<file path="config.mk">
export PLATFORM = sky130hd
export DESIGN_NAME = calc1
export DESIGN_NICKNAME = d
export VERILOG_FILES = /design/src/rtl/calc1.sv
export SDC_FILE = /design/constraint.sdc
export NUM_CORES = 1
export LEC_CHECK = 0
export CORE_MARGIN = 3
export CORE_UTILIZATION = 36
export DETAILED_ROUTE_END_ITERATION = 8
export PLACE_DENSITY = 0.65
export SLEW_MARGIN = 10
export SYNTH_ARGS = -nofsm -noshare
export SYNTH_HDL_FRONTEND = slang
export SYNTH_SLANG_ARGS = --single-unit
</file>
<file path="constraint.sdc">
create_clock -name c_clk -period 3.9 [get_ports c_clk]
set_input_delay 0.78 -clock c_clk [delete_from_list [all_inputs] [get_ports c_clk]]
set_output_delay 0.78 -clock c_clk [all_outputs]
set_load 0.03 [all_outputs]
</file>
<file path="src/rtl/calc1.sv">
// Four-port calculator: each port runs an independent IDLE/OP2/EXEC/RESP machine.
// Optional shifter (cmd 5/6) is built only when CALC1_SHIFT_EN is defined.

module calc1_port (
  input  logic        c_clk,
  input  logic        rst_n,
  input  logic [3:0]  cmd_in,
  input  logic [31:0] data_in,
  output logic [31:0] out_data,
  output logic [1:0]  out_resp
);
  typedef enum logic [1:0] {IDLE, OP2, EXEC, RESP} state_t;

  localparam logic [1:0] RESP_OK  = 2'd1;
  localparam logic [1:0] RESP_ERR = 2'd2;

  state_t      state_q, state_d;
  logic [3:0]  cmd_q, cmd_d;
  logic [31:0] op1_q, op1_d;
  logic [31:0] op2_q, op2_d;
  logic        exec_cnt_q, exec_cnt_d;
  logic [31:0] out_data_q, out_data_d;
  logic [1:0]  out_resp_q, out_resp_d;

  logic [32:0] sum;
  logic [31:0] res_data;
  logic [1:0]  res_resp;

  always_comb begin
    sum      = {1'b0, op1_q} + {1'b0, op2_q};
    res_data = '0;
    res_resp = RESP_ERR;
    case (cmd_q)
      4'd1: if (!sum[32]) begin
        res_data = sum[31:0];
        res_resp = RESP_OK;
      end
      4'd2: if (op2_q <= op1_q) begin
        res_data = op1_q - op2_q;
        res_resp = RESP_OK;
      end
`ifdef CALC1_SHIFT_EN
      4'd5: begin
        res_data = op1_q << op2_q[4:0];
        res_resp = RESP_OK;
      end
      4'd6: begin
        res_data = op1_q >> op2_q[4:0];
        res_resp = RESP_OK;
      end
`endif
      default: ;
    endcase
  end

  always_comb begin
    state_d    = state_q;
    cmd_d      = cmd_q;
    op1_d      = op1_q;
    op2_d      = op2_q;
    exec_cnt_d = exec_cnt_q;
    out_data_d = '0;
    out_resp_d = '0;
    case (state_q)
      IDLE: if (cmd_in != 4'd0) begin
        cmd_d   = cmd_in;
        op1_d   = data_in;
        state_d = OP2;
      end
      OP2: begin
        op2_d      = data_in;
        exec_cnt_d = 1'b0;
        state_d    = EXEC;
      end
      EXEC: begin
        exec_cnt_d = 1'b1;
        if (exec_cnt_q) state_d = RESP;
      end
      // Result lands in the output register, so it is visible the cycle after RESP.
      RESP: begin
        out_data_d = res_data;
        out_resp_d = res_resp;
        state_d    = IDLE;
      end
      default: state_d = IDLE;
    endcase
  end

  always_ff @(posedge c_clk or negedge rst_n) begin
    if (!rst_n) begin
      state_q    <= IDLE;
      cmd_q      <= '0;
      op1_q      <= '0;
      op2_q      <= '0;
      exec_cnt_q <= 1'b0;
      out_data_q <= '0;
      out_resp_q <= '0;
    end else begin
      state_q    <= state_d;
      cmd_q      <= cmd_d;
      op1_q      <= op1_d;
      op2_q      <= op2_d;
      exec_cnt_q <= exec_cnt_d;
      out_data_q <= out_data_d;
      out_resp_q <= out_resp_d;
    end
  end

  assign out_data = out_data_q;
  assign out_resp = out_resp_q;
endmodule

module calc1 (
  output logic [0:31] out_data1,
  output logic [0:31] out_data2,
  output logic [0:31] out_data3,
  output logic [0:31] out_data4,
  output logic [0:1]  out_resp1,
  output logic [0:1]  out_resp2,
  output logic [0:1]  out_resp3,
  output logic [0:1]  out_resp4,
  input  logic        c_clk,
  input  logic [0:3]  req1_cmd_in,
  input  logic [0:31] req1_data_in,
  input  logic [0:3]  req2_cmd_in,
  input  logic [0:31] req2_data_in,
  input  logic [0:3]  req3_cmd_in,
  input  logic [0:31] req3_data_in,
  input  logic [0:3]  req4_cmd_in,
  input  logic [0:31] req4_data_in,
  input  logic [1:7]  reset
);
  localparam int NUM_LANES = 4;

  logic [NUM_LANES-1:0][3:0]  lane_cmd;
  logic [NUM_LANES-1:0][31:0] lane_data;
  logic [NUM_LANES-1:0][31:0] lane_out_data;
  logic [NUM_LANES-1:0][1:0]  lane_out_resp;
  logic                       unused_reset;

  assign unused_reset = ^reset[2:7];

  assign lane_cmd[0]  = req1_cmd_in;
  assign lane_cmd[1]  = req2_cmd_in;
  assign lane_cmd[2]  = req3_cmd_in;
  assign lane_cmd[3]  = req4_cmd_in;
  assign lane_data[0] = req1_data_in;
  assign lane_data[1] = req2_data_in;
  assign lane_data[2] = req3_data_in;
  assign lane_data[3] = req4_data_in;

  for (genvar g = 0; g < NUM_LANES; g++) begin : g_lane
    calc1_port u_port (
      .c_clk    (c_clk),
      .rst_n    (reset[1]),
      .cmd_in   (lane_cmd[g]),
      .data_in  (lane_data[g]),
      .out_data (lane_out_data[g]),
      .out_resp (lane_out_resp[g])
    );
  end

  assign out_data1 = lane_out_data[0];
  assign out_data2 = lane_out_data[1];
  assign out_data3 = lane_out_data[2];
  assign out_data4 = lane_out_data[3];
  assign out_resp1 = lane_out_resp[0];
  assign out_resp2 = lane_out_resp[1];
  assign out_resp3 = lane_out_resp[2];
  assign out_resp4 = lane_out_resp[3];
endmodule

</file>
==> metrics.txt <==
wire length per cell=18.6 um; fillcell total=about 7.9k; CORE AREA=just over 0.08 sq mm; area share of the largest cell type after synthesis=0.356; initial antenna violation count=6; Worst-Margin Slew=around 0.8 ns; Post-Synth Adder-Cell Area=0.121; cell area after layout=0.0357 sq mm; Setup Viol. Count Final=0; Post-DRT Antenna Nets=0; WP data arrival=~4.2 ns; met2 wire length=between 40 and 50 mm; Worst R2R Path Depth=13; final worst slack=around 0.14 ns; CTS clk-pin slew, worst paths=about 0.06 ns; cell taking the most area after synthesis=dfrtp_1; final WL=88.1 mm; synthesized instance count=about 3.4k; Initial DRC Count=2185; DRT Pass-1 Iters=6; Die W=292 um; die area=0.0854 sq mm; top cells by area, synth=dfrtp_1, ha_1, mux2_2; All-Layer GR Usage=0.200; DR vias=approximately 26k; Final Skew=approximately 0.014 ns; Inserted Clock Buffers=50; DIE HEIGHT=a little under 300 um; fmax=266 MHz; WL met3=~4.6 mm; HP Class=in -> async; share of cells above drive strength 1=0.117; R2R Path Start=g_lane[2].u_port.op2_q[0]; required time worst endpoint=~4.4 ns; Remaining Overflow, GRT=0; # nets final=just over 4k; Avg Inst Size Synth=roughly 9 sq um; Mapped Nets=~3.8k; via-per-instance ratio=~5.6; final setup TNS=0 ns; # port buffers=~280; register area share after synthesis=0.356; first-pass GRT wire length=141 mm; worst slack, placed=0.142 ns; TritonCTS clock tree=built; largest family of logic cells by synthesized area=compound AO/OA/AOI/OAI gates; largest net degree at the start of global routing=70; root buffer cell=clkbuf_16; Synth Area in Compound Gates=0.262; htree depth=2; CP Launch Type=register; Hold Fails Final Rpt=0; Synth Warn #=0; final period utilization=0.964; CTS sink cnt=420; dpl hpwl=between 60 and 70 mm; FP Rows=approximately 100; status=complete, no violations; max_cap viols=0; flop2flop setup slack=roughly 0.14 ns; Max clock buf depth=3; critical-path maximum fanout=4; Layout area overhead=21.1%; met1 wire length=around 40 mm; Post-DP Area=0.0340 sq mm; mapped cell area=a little under 0.03 sq mm; Post-synth EDFFs=0; Min Clock Period, post-route=around 3.8 ns; Skew-Pair Late Insertion Delay=around 0.59 ns; number of remaining DRC errors=0; max-slew violation count=0; Top Metal Used=met5; Initial Util=0.365; Post-synth top flop=dfrtp_1; routability cong.=0.926; Synth cell types=96; total I/O pin count=approximately 290; fraction of synthesized area in multiplexers=0.0522; xor/xnor share of the synthesized area=0.00178; Synth Register Bits=420; cts hold-fix bufs=0; Simple-Gate Fraction of Synth Area=0.146; slew margin rel.=0.457; number of global-route vias before repair=roughly 26k; Reg2Reg Capture Point=g_lane[2].u_port.out_data[30]; Setup CP Type=reg -> reg; critical path endpoint category=register; fraction of registers with async set/reset=1.00
routing by layer:
layer / vias up / track usage
met5: - / 0
met4: 4 / 0.0559
met3: 147 / 0.0284
met2: 796 / 0.327
met1: 12800 / 0.276
li1: 12700 / -
critical path: stages (launching register included):
cell	delay, ns
dfrtp_1	0.40
ha_1	0.23
inv_1	0.07
fa_1	0.21
nor2_1	0.08
o211ai_1	0.34
a211oi_2	0.18
o311ai_0	0.61
a41o_1	0.30
nand2_1	0.10
a311o_1	0.42
a221oi_1	0.39
a2bb2oi_1	0.20
mux2i_1	0.10
worst max-delay path by stage:
stage	slack, ns	end	startpoint	cells after the start
finish	0.14	g_lane[2].u_port.out_data[30]	g_lane[2].u_port.op2_q[0]	13
global route	-0.009	g_lane[3].u_port.out_data[23]	g_lane[3].u_port.op2_q[9]	12
CTS	0.12	g_lane[0].u_port.out_data[18]	g_lane[0].u_port.op2_q[0]	12
detailed placement	0.14	g_lane[0].u_port.out_data[18]	g_lane[0].u_port.op2_q[0]	12
global placement	0.17	g_lane[0].u_port.out_data[18]	g_lane[0].u_port.op2_q[0]	12
floorplan	0.75	g_lane[3].u_port.out_data[25]	g_lane[3].u_port.op2_q[0]	14
per-stage QoR:
step	std cells	hold WS, ns	utilization
detailed placement	4631	0.470	0.420
finish	4735	0.157	0.442
CTS	4721	0.186	0.441
global route	4733	0.163	0.442
floorplan	3352	0.446	-
global placement	4631	0.461	0.420
layout by cell type (no fill, tap or decap), types with 89 or more instances in the layout:
master,synthesis,layout
a21oi_1,285,285
buf_4,6,113
clkdlybuf4s50_1,0,280
dfrtp_1,420,420
ha_1,272,268
inv_1,264,264
mux2_2,136,136
nand2_1,251,251
nor2_1,307,307
nor3_1,89,89
o21ai_0,236,235
synthesized netlist by cell type, types with 8 or more instances:
library cell / number
a22o_1: 11
o211ai_1: 14
a311oi_1: 9
and3_1: 18
a21o_1: 52
nor3_1: 89
a211oi_1: 65
o221a_2: 17
nand2_1: 251
o21ai_0: 236
buf_2: 45
o221ai_1: 13
inv_1: 264
o21ai_1: 11
or2_2: 13
ha_1: 272
a2bb2oi_1: 9
o2111ai_1: 8
and2_1: 11
or3_1: 12
fa_1: 8
o22ai_1: 41
a221oi_2: 9
nand3_1: 42
o31a_1: 13
o22a_1: 39
nor4_1: 23
nor2b_1: 52
o31ai_1: 20
nand4_1: 20
a22oi_1: 12
a211o_1: 8
nor2_1: 307
a21oi_1: 285
dfrtp_1: 420
a221oi_1: 67
nand2b_1: 61
a31oi_1: 22
o21bai_1: 50
o21a_1: 19
mux2_2: 136
clkbuf_1: 118
a21boi_0: 11
a221o_1: 8
registers in the layout, summed over array words and instances, names as in the netlist:
signal and cells:
g_lane.u_port.state_q 8, g_lane.u_port.exec_cnt_q 4, g_lane.u_port.out_data 128, g_lane.u_port.out_resp 8, g_lane.u_port.cmd_q 16, g_lane.u_port.op2_q 128
g_lane.u_port.op1_q 128
area by class of cell:
cell class	instances	area [sq um]	area share
antenna	4	10.0	0.000280
sequential	420	10500	0.294
tap	1060	1330	0.0371
inverter	267	1000	0.0280
clock inverter	21	238	0.00665
timing repair buffer	409	3970	0.111
clock buffer	69	1390	0.0390
multi-input combinational	2485	17300	0.484
repair_timing:
action	4_1_cts	5_1_grt
endpoints found under the setup margin	0	77
setup buffers	0	9
resized for setup	0	7
cell families (layout without fill, tap and decap cells):
family	count (synthesis)	in the layout
buf+inv	448	766
simple gates	929	929
xor+xnor	6	6
compound gates	1132	1133
mux	137	137
other cells	0	4
fa+ha+maj	280	280
flops	420	420
Power is left out: the tool's default activity adds up to more than one toggle a clock period on the data nets, which glitch-free logic cannot reach.
